$ cat src/rtl/serial_subtractor.sv
// rtl/serial_subtractor.sv - bit-serial LSB-first subtractor computing a - b with borrow and signed overflow
module serial_subtractor #(
    parameter int WIDTH = 8
) (
    input  logic             clk,
    input  logic             rst,
    input  logic             start,
    input  logic [WIDTH-1:0] a,
    input  logic [WIDTH-1:0] b,
    output logic             busy,
    output logic             done,
    output logic [WIDTH-1:0] diff,
    output logic             borrow_out,
    output logic             overflow
);

    localparam int CW = $clog2(WIDTH + 1);
    localparam logic [CW-1:0] LAST_BIT = CW'(WIDTH - 1);

    typedef enum logic [1:0] {
        IDLE = 2'd0,
        RUN  = 2'd1,
        DONE = 2'd2
    } state_t;

    state_t           state_q, state_d;
    logic [WIDTH-1:0] a_sh_q, a_sh_d;
    logic [WIDTH-1:0] b_sh_q, b_sh_d;
    logic [WIDTH-1:0] diff_q, diff_d;
    logic [CW-1:0]    cnt_q, cnt_d;
    logic             br_q, br_d;
    logic             borrow_q, borrow_d;
    logic             ovf_q, ovf_d;
    // Operand sign bits are kept separately because the shift registers lose them.
    logic             a_msb_q, a_msb_d;
    logic             b_msb_q, b_msb_d;

    logic a0, b0, d_bit, br_next;

    always_comb begin
        a0      = a_sh_q[0];
        b0      = b_sh_q[0];
        d_bit   = a0 ^ b0 ^ br_q;
        br_next = (~a0 & b0) | (~(a0 ^ b0) & br_q);

        state_d  = state_q;
        a_sh_d   = a_sh_q;
        b_sh_d   = b_sh_q;
        diff_d   = diff_q;
        cnt_d    = cnt_q;
        br_d     = br_q;
        borrow_d = borrow_q;
        ovf_d    = ovf_q;
        a_msb_d  = a_msb_q;
        b_msb_d  = b_msb_q;

        case (state_q)
            IDLE: begin
                if (start) begin
                    state_d = RUN;
                    a_sh_d  = a;
                    b_sh_d  = b;
                    br_d    = 1'b0;
                    cnt_d   = '0;
                    diff_d  = '0;
                    a_msb_d = a[WIDTH-1];
                    b_msb_d = b[WIDTH-1];
                end
            end
            RUN: begin
                a_sh_d = a_sh_q >> 1;
                b_sh_d = b_sh_q >> 1;
                br_d   = br_next;
                diff_d = {d_bit, diff_q[WIDTH-1:1]};
                cnt_d  = cnt_q + CW'(1);
                if (cnt_q == LAST_BIT) begin
                    state_d  = DONE;
                    borrow_d = br_next;
                    ovf_d    = (a_msb_q != b_msb_q) && (d_bit != a_msb_q);
                end
            end
            DONE: begin
                state_d = IDLE;
            end
            default: begin
                state_d = IDLE;
            end
        endcase
    end

    always_ff @(posedge clk or posedge rst) begin
        if (rst) begin
            state_q  <= IDLE;
            a_sh_q   <= '0;
            b_sh_q   <= '0;
            diff_q   <= '0;
            cnt_q    <= '0;
            br_q     <= 1'b0;
            borrow_q <= 1'b0;
            ovf_q    <= 1'b0;
            a_msb_q  <= 1'b0;
            b_msb_q  <= 1'b0;
        end else begin
            state_q  <= state_d;
            a_sh_q   <= a_sh_d;
            b_sh_q   <= b_sh_d;
            diff_q   <= diff_d;
            cnt_q    <= cnt_d;
            br_q     <= br_d;
            borrow_q <= borrow_d;
            ovf_q    <= ovf_d;
            a_msb_q  <= a_msb_d;
            b_msb_q  <= b_msb_d;
        end
    end

    assign busy       = (state_q != IDLE);
    assign done       = (state_q == DONE);
    assign diff       = diff_q;
    assign borrow_out = borrow_q;
    assign overflow   = ovf_q;

endmodule

$ cat config.mk
export PLATFORM = sky130hd
export DESIGN_NAME = serial_subtractor
export DESIGN_NICKNAME = d
export VERILOG_FILES = /design/src/rtl/serial_subtractor.sv
export SDC_FILE = /design/constraint.sdc
export NUM_CORES = 1
export LEC_CHECK = 0
export CAP_MARGIN = 20
export CORE_UTILIZATION = 52
export CTS_BUF_LIST = sky130_fd_sc_hd__clkbuf_8
export CTS_CLUSTER_SIZE = 10
export DETAILED_ROUTE_END_ITERATION = 10
export PLACE_DENSITY = 0.81
export SYNTH_ARGS = -nofsm -noshare
export SYNTH_HDL_FRONTEND = slang
export SYNTH_SLANG_ARGS = --single-unit
$ cat constraint.sdc
create_clock -name clk -period 1.7 [get_ports clk]
set_input_delay 0.17 -clock clk [delete_from_list [all_inputs] [get_ports clk]]
set_output_delay 0.17 -clock clk [all_outputs]
set_load 0.05 [all_outputs]
==> Word-level counts from Yosys, hierarchy flattened <==
Index checks and enable logic that the tools add are counted.
{ "classes": {"addsub": 1, "eq_ne": 7, "n_mux": 13, "bitwise_logic": 7, "reduce_logical": 8} }
{ "ops": {"columns": ["op", "count"], "rows": [
  ["$pmux W8 S2", 3],
  ["$mux W8", 3],
  ["$pmux W4 S2", 1],
  ["$reduce_and A2 Y1", 4],
  ["$add A4 B1 Y4 const B", 1],
  ["$eq A4 B3 Y1 const B", 1],
  ["$mux W2", 2],
  ["$mux W4", 1],
  ["$ne A2 B2 Y1 const B", 2],
  ["$pmux W2 S2", 1],
  ["$reduce_bool A2 Y1", 2],
  ["$and A1 B1 Y1", 2],
  ["$eq A2 B1 Y1 const B", 1],
  ["$eq A2 B2 Y1 const B", 1],
  ["$logic_not A2 Y1", 1],
  ["$ne A1 B1 Y1", 2],
  ["$not A1 Y1", 2],
  ["$pmux W1 S2", 1],
  ["$xor A1 B1 Y1", 2],
  ["$logic_and A1 B1 Y1", 1],
  ["$mux W1", 1],
  ["$or A1 B1 Y1", 1]
]} }
{ "totals": {"reg_bits": 35, "input_bits": 19, "output_inout_bits": 12, "word_cells": 46} }

==> Depth between registers and ports, before layout <==
{ "logic_depth": {"depth_word": 5, "ltp_mapped": 5, "depth_no_buf": 5} }

==> Worst setup path before layout <==
Ideal clock, no wire load.
{ "synth_path": {"kind": "flip-flop to flip-flop", "startpoint": "register a_sh_q[0]", "endpoint": "register ovf_q, in the netlist overflow", "setup_ns": 0.128, "arrival_time_ns": 1.364, "path_slack_ns": 0.209, "stages_incl_launch_ff": 5, "synth_period_minus_slack_ns": 1.491, "cell_sequence": "dfrtp_1 -> fa_1 -> nand2b_1 -> o21ai_0 -> mux2_1"} }
{ "synth_between": {"elab_chain_len": 4} }
{ "synth_rtl": {"columns": ["element", "line", "text"], "rows": [
  ["from (decl)", "27", "logic [WIDTH-1:0] a_sh_q, a_sh_d;"],
  ["from (signal assigned)", "105", "a_sh_q <= a_sh_d;"],
  ["$xor A1 B1 Y1 (2 in series)", "43", "d_bit = a0 ^ b0 ^ br_q;"],
  ["$ne A1 B1 Y1", "79", "ovf_d = (a_msb_q != b_msb_q) && (d_bit != a_msb_q);"],
  ["$logic_and A1 B1 Y1", "79", null],
  ["to (signal assigned)", "111", "ovf_q <= ovf_d;"],
  ["to (decl)", "33", "logic ovf_q, ovf_d;"]
]} }
No other way between the ends.
A chain may end at the register's enable or synchronous reset.

==> Worst setup path after layout <==
{ "layout_path": {"startpoint": "register diff_q[7], in the netlist diff[7]", "endpoint": "output diff[7]"} }
{ "layout_lines": {"columns": ["element", "line", "text"], "rows": [
  ["from (decl)", "29", "logic [WIDTH-1:0] diff_q, diff_d;"],
  ["from (signal assigned)", "107", "diff_q <= diff_d;"],
  ["to (decl)", "12", "output logic [WIDTH-1:0] diff,"]
]} }
No word-level cell between the ends.

==> results.md <==
- Status: complete, no violations
- Register bit total from synthesis: 35
- CP Class: reg2out
- Seq/Total Area, Yosys: a little under three fifths
- Die height: roughly 56 um
- Setup Buffers After CTS: 0
- Drt first pass iters: 4
- Comb pwr share: between 40 and 50%
- Share of layout cells above drive strength 1: 11.48%
- Fin. max-slew vios: 0
- Cell Count Post-Placement: ~210
- WP buf/inv: 1
- CP max stage cell: clkdlybuf4s50_1
- Area fraction in compound gates after synthesis: between 10% and 20%
- Crit path max-delay family: buffers and inverters
- Final Critical Period: roughly 1.7 ns
- Slew margin rel.: a little over half
- Syn Nets: around 170
- Setup violations, final: 0
- I/O pin cnt: 31
- Die Area: between 3000 and 4000 sq um
- Footprint of the multi-input gates: around 580 sq um
- Worst-path clk slew: around 0.060 ns
- Net count, final: around 200
- Post-Synth Simple-Gate Area: between 10% and 20%
- Drt drc: 0
- Sequential Power Share: between 30% and 40%
- Max Clk Rate: slightly above 600 MHz
- Switching part of the total: between 40% and 50%
- XOR/XNOR Fraction of Synth Area: 0%
- Startpoint Class: register
- Largest cells by area after synthesis: dfrtp_1 57%, nand2_1 12%, a22oi_1 6.8%, o21ai_1 2.9%, buf_6 2.2%
- # diodes: 0
- Area grow syn2layout: 27.87%
- Initial DRC count: 34
- Filler cells: about 210
- Clock Path Buffers: 2
- Tcrit/Tclk final: between 90% and 100%
- Core Area: approximately 2800 sq um
- Average wire per standard cell: 13.07 um
- Overflow after GRT: 0
- CP startpoint: diff[7]
- Vias per cell: 5.318
- Initial Util: between 50% and 60%
- CP Cell Sequence: clkdlybuf4s50_1
- Final HPWL from detailed placement: ~2000 um
- CTS Buf Count: 5
- Rows: 19
- Hold Vio Cnt, Final: 0
- Cell Int Power: roughly 2200 uW
- Critical path data required time: 1.53 ns
- Skew final: roughly 0.0014 ns
- Final WL: about 2800 um
- Post-CTS sizing: 0
- Wire length of the first global-routing pass: around 4800 um
- Multiplexer share of the synthesized area: 3.504%
- Worst r2r src: a_sh_q[0]
- Worst EP arrival: between 1 and 1.5 ns
- Initial antenna violation count: 0
- RePlAce Congestion: 0.7178
- Register Area: ~880 sq um
- Syn. warnings: 0
- Vias in the first global route: roughly 1100
- Mapped cell area: around 1500 sq um
- Main combinational cell family by area after synthesis: simple AND/OR/NAND/NOR gates
- Pleak: between 0.0009 and 0.001 uW
- Post-synthesis cell type count: 28
- Via count: between 1000 and 1500
- Cts hold-fix bufs: 0
- Critical-path maximum fanout: 3
- Hold crit path type: in2async
- Post-synthesis cell count: about 150
- CTS H-tree lvls: 2
- Setup TNS Final: 0 ns
- Slew @ Worst Pin: roughly 0.7 ns
- Worst ir drop on vdd: about 1700 uV
- Fin util: roughly 71%
- Clock sink total: 35
- Synth top area share: a little under three fifths
- Max cap viols: 0
- Root buffer cell: clkbuf_8
- Syn Area/Cell: approximately 10 sq um
- Synth area leader: dfrtp_1
- Psw: 1568 uW
- Final cell count without fillers: approximately 210
- GRT Overall Usage: 20.22%
- CTS tree: built
- P per Cell Area: a little under 2000 nW/um^2
- Adder-Cell Fraction of Synth Area: 2.119%
- Worst-Skew Late Latency: roughly 0.29 ns
- Worst Setup End Kind: output pin
- Clk network pwr share: between 15 and 20%
- Number of port buffers: 30
- Worst path max stage delay: 0.81 ns
- Largest net degree at the start of global routing: 36
- RSZ-0062 raised after global routing: false
- Post-route ant nets: 0
- Die width: between 50 and 60 um
[worst reg2reg max path, stage by stage (launching register included)]
cell and delay [ns]:
dfrtp_1 0.40, fa_1 0.58, nand2b_1 0.12, o21ai_0 0.06, mux2_1 0.30
[power groups by stage]
stage          logic [uW]  registers (uW)  clock network (uW)
2_1_floorplan         903            1780                   0
3_5_place_dp         1710            1450                   0
6_report             1700            1440                 642
5_1_grt              1850            1480                 683
4_1_cts              1710            1440                 662
3_3_place_gp         1650            1430                   0
[state kept, by name, summed over array words and instances, names as in the netlist]
| name | cells |
|---|---|
| a_sh_q | 8 |
| b_sh_q | 8 |
| diff | 8 |
| cnt_q | 4 |
| state_q | 2 |
| a_msb_q | 1 |
| b_msb_q | 1 |
| borrow_out | 1 |
| br_q | 1 |
| overflow | 1 |
[cells by family (layout without fill, tap and decap cells)]
logic type,Yosys count,count (layout)
multiplexers,5,5
AO/OA/AOI/OAI,32,32
flip-flops,35,35
buffers and inverters,12,48
adder cells (fa/ha/maj),2,2
AND/OR/NAND/NOR,61,61
[Yosys cell counts (all sizes together)]
library cell,count
o21bai,2
and2b,1
a22oi,14
nor3b,2
nor3,1
nand4,1
a21o,1
dfrtp,35
mux2i,2
ha,1
fa,1
a22o,2
inv,4
mux2,3
nand2,49
nand3b,1
o21ai,12
nor2b,1
o22ai,1
or2,1
nand2b,4
buf,8
[layout make-up]
cell class,instances,area share [%]
multi-input combinational,100,29.70
inverter,4,0.7648
tap,31,1.976
clock inverter,1,0.1912
sequential,35,44.61
clock buffer,7,4.908
timing repair buffer,36,17.85
[through the flow]
stage	total power (uW)	setup WS [ns]	cell area, sq um	hold WS, ns
3_3_place_gp	3080	0.1675	1863	0.4599
4_1_cts	3814	0.04036	1963	0.2752
6_report	3778	0.04789	1963	0.2690
2_1_floorplan	2684	0.2088	1535	0.2981
3_5_place_dp	3164	0.1239	1863	0.4626
5_1_grt	4017	0.02063	1963	0.3328
[worst paths after layout]
kind                        endpoint  slack [ns]  cells after the start
hold / removal             a_sh_q[0]        0.27                      3
min in group clk           a_sh_q[6]        0.48                      3
hold reg to reg            b_sh_q[5]        0.48                      2
setup reg to reg            overflow        0.13                      4
max in group asynchronous   cnt_q[2]        1.13                      3
setup / recovery             diff[7]        0.05                      1
[layout by cell type (no fill, tap or decap), drive strengths merged]
| cell type | instances |
|---|---|
| nand2b | 4 |
| a21o | 1 |
| o22ai | 1 |
| nand2 | 49 |
| mux2 | 3 |
| a22oi | 14 |
| o21ai | 12 |
| nor3 | 1 |
| a22o | 2 |
| clkdlybuf4s50 | 27 |
| nor3b | 2 |
| buf | 9 |
| clkbuf | 7 |
| fa | 1 |
| o21bai | 2 |
| and2b | 1 |
| dfrtp | 35 |
| nand4 | 1 |
| or2 | 1 |
| mux2i | 2 |
| nor2b | 1 |
| ha | 1 |
| inv | 5 |
| nand3b | 1 |
[routing by layer]
metal / share of wire, % / vias up / track usage [%]
met5: 0 / - / 0
met4: 1.4 / 0 / 8.014
met3: 3.8 / 4 / 6.912
met2: 51 / 24 / 32.65
met1: 44 / 545 / 25.08
li1: - / 565 / -
Power figures use the tool's default switching activity.
